$ cat config.mk
export PLATFORM = sky130hd
export DESIGN_NAME = cdc_pulse_tx
export DESIGN_NICKNAME = d
export VERILOG_FILES = /design/src/rtl/cdc_pulse_tx.sv
export SDC_FILE = /design/constraint.sdc
export NUM_CORES = 1
export LEC_CHECK = 0
export ABC_AREA = 1
export CAP_MARGIN = 20
export CORE_AREA = 2 2 39 41
export CTS_CLUSTER_DIAMETER = 80
export CTS_CLUSTER_SIZE = 40
export DETAILED_ROUTE_END_ITERATION = 8
export DIE_AREA = 0 0 41 43
export PLACE_DENSITY_LB_ADDON = 0.12
export SLEW_MARGIN = 20
export SYNTH_ARGS = -nofsm -noshare
export SYNTH_HDL_FRONTEND = slang
export SYNTH_SLANG_ARGS = --single-unit
$ cat constraint.sdc
create_clock -name clk_src -period 1.7 [get_ports clk_src]
set_clock_uncertainty 0.2 [all_clocks]
set_input_delay 0.34 -clock clk_src [delete_from_list [all_inputs] [get_ports clk_src]]
set_output_delay 0.34 -clock clk_src [all_outputs]
set_load 0.02 [all_outputs]
$ cat src/rtl/cdc_pulse_tx.sv
// Source side of a two-phase toggle pulse crossing: launches one req_tgl flip per
// din rising edge, queues events while a handshake is outstanding, and watches ack.
module cdc_pulse_tx #(
    parameter int SYNC_STAGES = 2,
    parameter int PEND_W      = 3
) (
    input  logic              clk_src,
    input  logic              rst_n,
    input  logic              din,
    input  logic              ack_async,
    output logic              req_tgl,
    output logic              busy,
    output logic [PEND_W-1:0] pending,
    output logic              sent,
    output logic              drop,
    output logic              err
);

    typedef enum logic {
        ST_IDLE = 1'b0,
        ST_WAIT = 1'b1
    } state_t;

    localparam logic [PEND_W-1:0] PEND_ZERO = {PEND_W{1'b0}};
    localparam logic [PEND_W-1:0] PEND_ONE  = {{(PEND_W-1){1'b0}}, 1'b1};

    logic                   r_din_q;
    logic [SYNC_STAGES-1:0] r_sync;
    logic                   r_req_tgl;
    logic [PEND_W-1:0]      r_pending;
    logic                   r_sent;
    logic                   r_drop;
    logic                   r_err;

    logic   w_ev;
    logic   w_ack_s;
    logic   w_ack_chg;
    logic   w_full;
    state_t w_state;

    // Event detect, synchronized ack and the handshake state derived from registers.
    always_comb begin
        w_ev      = din & ~r_din_q;
        w_ack_s   = r_sync[SYNC_STAGES-1];
        w_ack_chg = r_sync[SYNC_STAGES-2] ^ r_sync[SYNC_STAGES-1];
        w_full    = &r_pending;
        if (r_req_tgl == w_ack_s) begin
            w_state = ST_IDLE;
        end else begin
            w_state = ST_WAIT;
        end
    end

    // Edge-detect flop, ack synchronizer and the one-cycle status pulses.
    always_ff @(posedge clk_src or negedge rst_n) begin
        if (!rst_n) begin
            r_din_q <= 1'b0;
            r_sync  <= {SYNC_STAGES{1'b0}};
            r_sent  <= 1'b0;
            r_err   <= 1'b0;
        end else begin
            r_din_q <= din;
            r_sync  <= {r_sync[SYNC_STAGES-2:0], ack_async};
            r_sent  <= w_ack_chg;
            // An ack toggle with nothing outstanding means the two sides disagree.
            if (w_ack_chg && (w_state == ST_IDLE)) begin
                r_err <= 1'b1;
            end else begin
                r_err <= r_err;
            end
        end
    end

    // Launch/queue engine: drain the queue first, fast-path when empty, saturate on overflow.
    always_ff @(posedge clk_src or negedge rst_n) begin
        if (!rst_n) begin
            r_req_tgl <= 1'b0;
            r_pending <= PEND_ZERO;
            r_drop    <= 1'b0;
        end else begin
            r_drop <= 1'b0;
            case (w_state)
                ST_IDLE: begin
                    if (r_pending != PEND_ZERO) begin
                        r_req_tgl <= ~r_req_tgl;
                        if (!w_ev) begin
                            r_pending <= r_pending - PEND_ONE;
                        end else begin
                            r_pending <= r_pending;
                        end
                    end else if (w_ev) begin
                        r_req_tgl <= ~r_req_tgl;
                    end else begin
                        r_req_tgl <= r_req_tgl;
                    end
                end
                ST_WAIT: begin
                    if (w_ev) begin
                        if (!w_full) begin
                            r_pending <= r_pending + PEND_ONE;
                        end else begin
                            r_drop <= 1'b1;
                        end
                    end else begin
                        r_pending <= r_pending;
                    end
                end
                default: begin
                    r_req_tgl <= r_req_tgl;
                    r_pending <= r_pending;
                end
            endcase
        end
    end

    assign req_tgl = r_req_tgl;
    assign pending = r_pending;
    assign sent    = r_sent;
    assign drop    = r_drop;
    assign err     = r_err;
    assign busy    = (r_req_tgl != w_ack_s) | (r_pending != PEND_ZERO);

endmodule

==> metrics.md, run 1 <==
| Metric | Value |
|---|---|
| Setup CP Type | `reg2out` |
| Yosys Warn Count | `0` |
| Worst Setup Start Kind | `register` |
| Worst r2r src | `req_tgl` |
| Gr busiest metal | `met2` |
| Placed Cells | `just over 100` |
| Tot GR Track Use | `approximately 15%` |
| Vias in the first global route | `439` |
| Layout cells sized above 1 | `43.8%` |
| Netlist cell types | `12` |
| Critical Path AT | `around 1.1 ns` |
| Vias | `491` |
| # DRC | `0` |
| Unrepaired setup endpoints after global routing | `yes` |
| Crit path required time | `approximately 1.2 ns` |
| Largest net degree at the start of global routing | `11` |
| Worst-path fanout max | `3` |
| Met3 Use GR | `between 7 and 8%` |
| Final WS setup | `approximately 0.046 ns` |
| Outcome | `complete, no violations` |
| Worst R2R Setup Slack | `between 0.04 and 0.05 ns` |
| Max IR drop VDD | `0.715 mV` |
| Mapped Area | `504 um2` |
| Initial antenna violation count | `0` |
| DR vias/cell | `approximately 4.4` |
| # rows | `14` |
| Core Area | `between 1000 and 1500 um2` |
| Mapped Avg Cell Area | `about 7.6 um2` |
| Hold Violations, Final | `0` |
| Grt met1 use | `between 20% and 30%` |
| R2r worst-path depth | `14` |
| Syn_nets | `71` |
| Slew Viols, Final | `0` |
| Measured slew at the worst slew-check pin | `0.439 ns` |
| Worst hold slack | `0.179 ns` |
| P_leak | `~0.00045 uW` |
| Non-Filler Instances | `between 100 and 150` |
| Clock-pin slew of the registers on the worst-case setup and hold paths | `approximately 0.070 ns` |
| CTS tree | `built` |
| Cts bufs inserted | `3` |
| Nature of the critical path endpoint | `output pin` |
| GPL Wtd Cong | `roughly 0.74` |
| Power per cell area | `between 1500 and 2000 nW/um2` |
| Initial Util | `36.4%` |
| Final instance area | `about 840 um2` |
| Placed cell areas | `709 um2` |
| Max frequency | `approximately 0.60 GHz` |
| Number of DRC markers in iteration 0 | `3` |
| Dpl hpwl | `around 830 um` |
| Remaining global-route overflow | `0` |
| Power, Total | `between 1000 and 1500 uW` |
| Final period utilization | `97.3%` |
| Port buffer count | `11` |
| CTS Hold Bufs | `0` |
| Worst-Skew Late Latency | `roughly 0.27 ns` |
| Layout area overhead | `66.0%` |
| Post-route ant nets | `0` |
| Synth Register Bits | `10` |
| CTS Buffer Depth | `2` |
| Final setup fails | `0` |
| WL final | `around 1100 um` |
| Chip Width | `just over 40 um` |
| # nets final | `between 100 and 150` |
| CTS H-tree depth | `1` |
| Antenna Cells | `0` |
| R2r endpoint | `pending[2]` |
| Drt wl/cell | `roughly 10 um` |
| Sequential fraction of the synthesis area | `between 40% and 50%` |
| Slew Limit Headroom | `70.6%` |
| Tmin final | `roughly 1.7 ns` |
| CTS Sinks | `10` |
| Die Y-Extent | `roughly 43 um` |
| First drt pass iteration count | `2` |
| Max-Cap Viols | `0` |
| Fill count | `between 100 and 150` |
| Routing usage on met2 | `21.9%` |
| First-pass GRT wire length | `between 1500 and 2000 um` |
| Post-Synthesis Cells | `between 60 and 70` |
| Die area | `1760 um2` |
| CTS Root Buffer Type | `clkbuf_4` |
| Worst slack at placement | `-0.0837 ns` |
| Min-Delay Path Class | `in2async` |
| I/O pin count | `12` |
-- power breakdown --
group          internal (uW)  switching, uW  leakage [uW]
Sequential               292           40.6      0.000117
Clock                    130           82.8     0.0000210
Combinational            383            445      0.000313
Total                    804            569      0.000451
-- cell families after synthesis --
kind of cell	count (synthesis)	synth area share (%)
adder cells (fa/ha/maj)	1	2.48
buffers and inverters	11	8.19
AO/OA/AOI/OAI	3	3.47
XOR/XNOR	1	1.74
flip-flops	10	49.6
AND/OR/NAND/NOR	40	34.5
-- critical path, cell delays in order (launching register included) --
cell and delay [ns]:
dfrtp_1 0.42, inv_2 0.09, nand2_2 0.06, nand2_2 0.07, nand3_2 0.07, buf_6 0.13
-- per-stage QoR --
stage / TNS, ns / utilization, %
2_1_floorplan: 0 / -
3_3_place_gp: -0.117 / 51.3
3_5_place_dp: -0.189 / 51.3
4_1_cts: 0 / 54.2
5_1_grt: -0.0633 / 60.5
6_report: 0 / 60.5
-- metal layers --
metal | wire (um) | up-vias | part of all wire (%)
met1 | 496 | 221 | 44
li1 | - | 260 | -
met2 | 544 | 8 | 49
met5 | 0 | - | 0
met3 | 65 | 2 | 5.8
met4 | 9 | 0 | 0.81
-- synthesized netlist by cell type, drive strengths merged --
cell type | instances | area (um2)
nor2 | 5 | 26.3
ha | 1 | 12.5
dfrtp | 10 | 250
nand2 | 30 | 123
xor2 | 1 | 8.76
inv | 11 | 41.3
a21o | 1 | 7.51
o21ai | 2 | 10.0
nand3 | 5 | 25.0
-- layout by cell type, fill, tap and decap left out, types with 3 or more instances in the layout --
master,count
buf_4,13
nand2_1,19
nand2_2,8
clkdlybuf4s50_1,3
inv_1,5
nand3_1,3
dlygate4sd2_1,4
buf_6,3
nand2_4,3
inv_2,6
clkbuf_4,3
nor2_1,4
dfrtp_1,10
-- worst max-delay path by stage --
stage | depth (start not counted) | start | slack [ns] | to
after floorplan | 13 | req_tgl | 0.03 | pending[2]
after global placement | 5 | req_tgl | -0.09 | busy
after detailed placement | 5 | req_tgl | -0.08 | busy
after CTS | 14 | r_sync[1] | 0.004 | pending[2]
after global routing | 14 | req_tgl | -0.05 | pending[2]
final | 5 | req_tgl | 0.05 | busy
-- registers in the layout, summed over array words and instances, names as in the netlist --
signal and cells:
pending 3, drop 1, req_tgl 1, r_sync 2
r_din_q 1, sent 1, err 1
-- timing repair --
item                       4_1_cts  5_1_grt
setup endpoints to repair        9        4
gates resized for setup         18       20
pin swaps                        0        6
buffers inserted                 1        5
-- area by class of cell --
cell class / instances / area [um2] / area share, %
Multi-Input combinational cell: 45 / 268 / 32.0
Sequential cell: 10 / 250 / 29.9
Timing Repair Buffer: 26 / 221 / 26.5
Inverter: 11 / 41.3 / 4.93
Clock buffer: 4 / 36.3 / 4.33
Tap cell: 16 / 20.0 / 2.39
(Power assumes the default switching activity.)
==> run 2, diff against run 1 <==
--- a/config.mk
+++ b/config.mk
@@ -13,6 +13,7 @@
 export DETAILED_ROUTE_END_ITERATION = 8
 export DIE_AREA = 0 0 41 43
 export PLACE_DENSITY_LB_ADDON = 0.12
+export REMOVE_ABC_BUFFERS = 1
 export SLEW_MARGIN = 20
 export SYNTH_ARGS = -nofsm -noshare
 export SYNTH_HDL_FRONTEND = slang
==> results of run 2 <==
Same layout as run 1: the final DEF is identical, and so are final timing and power.
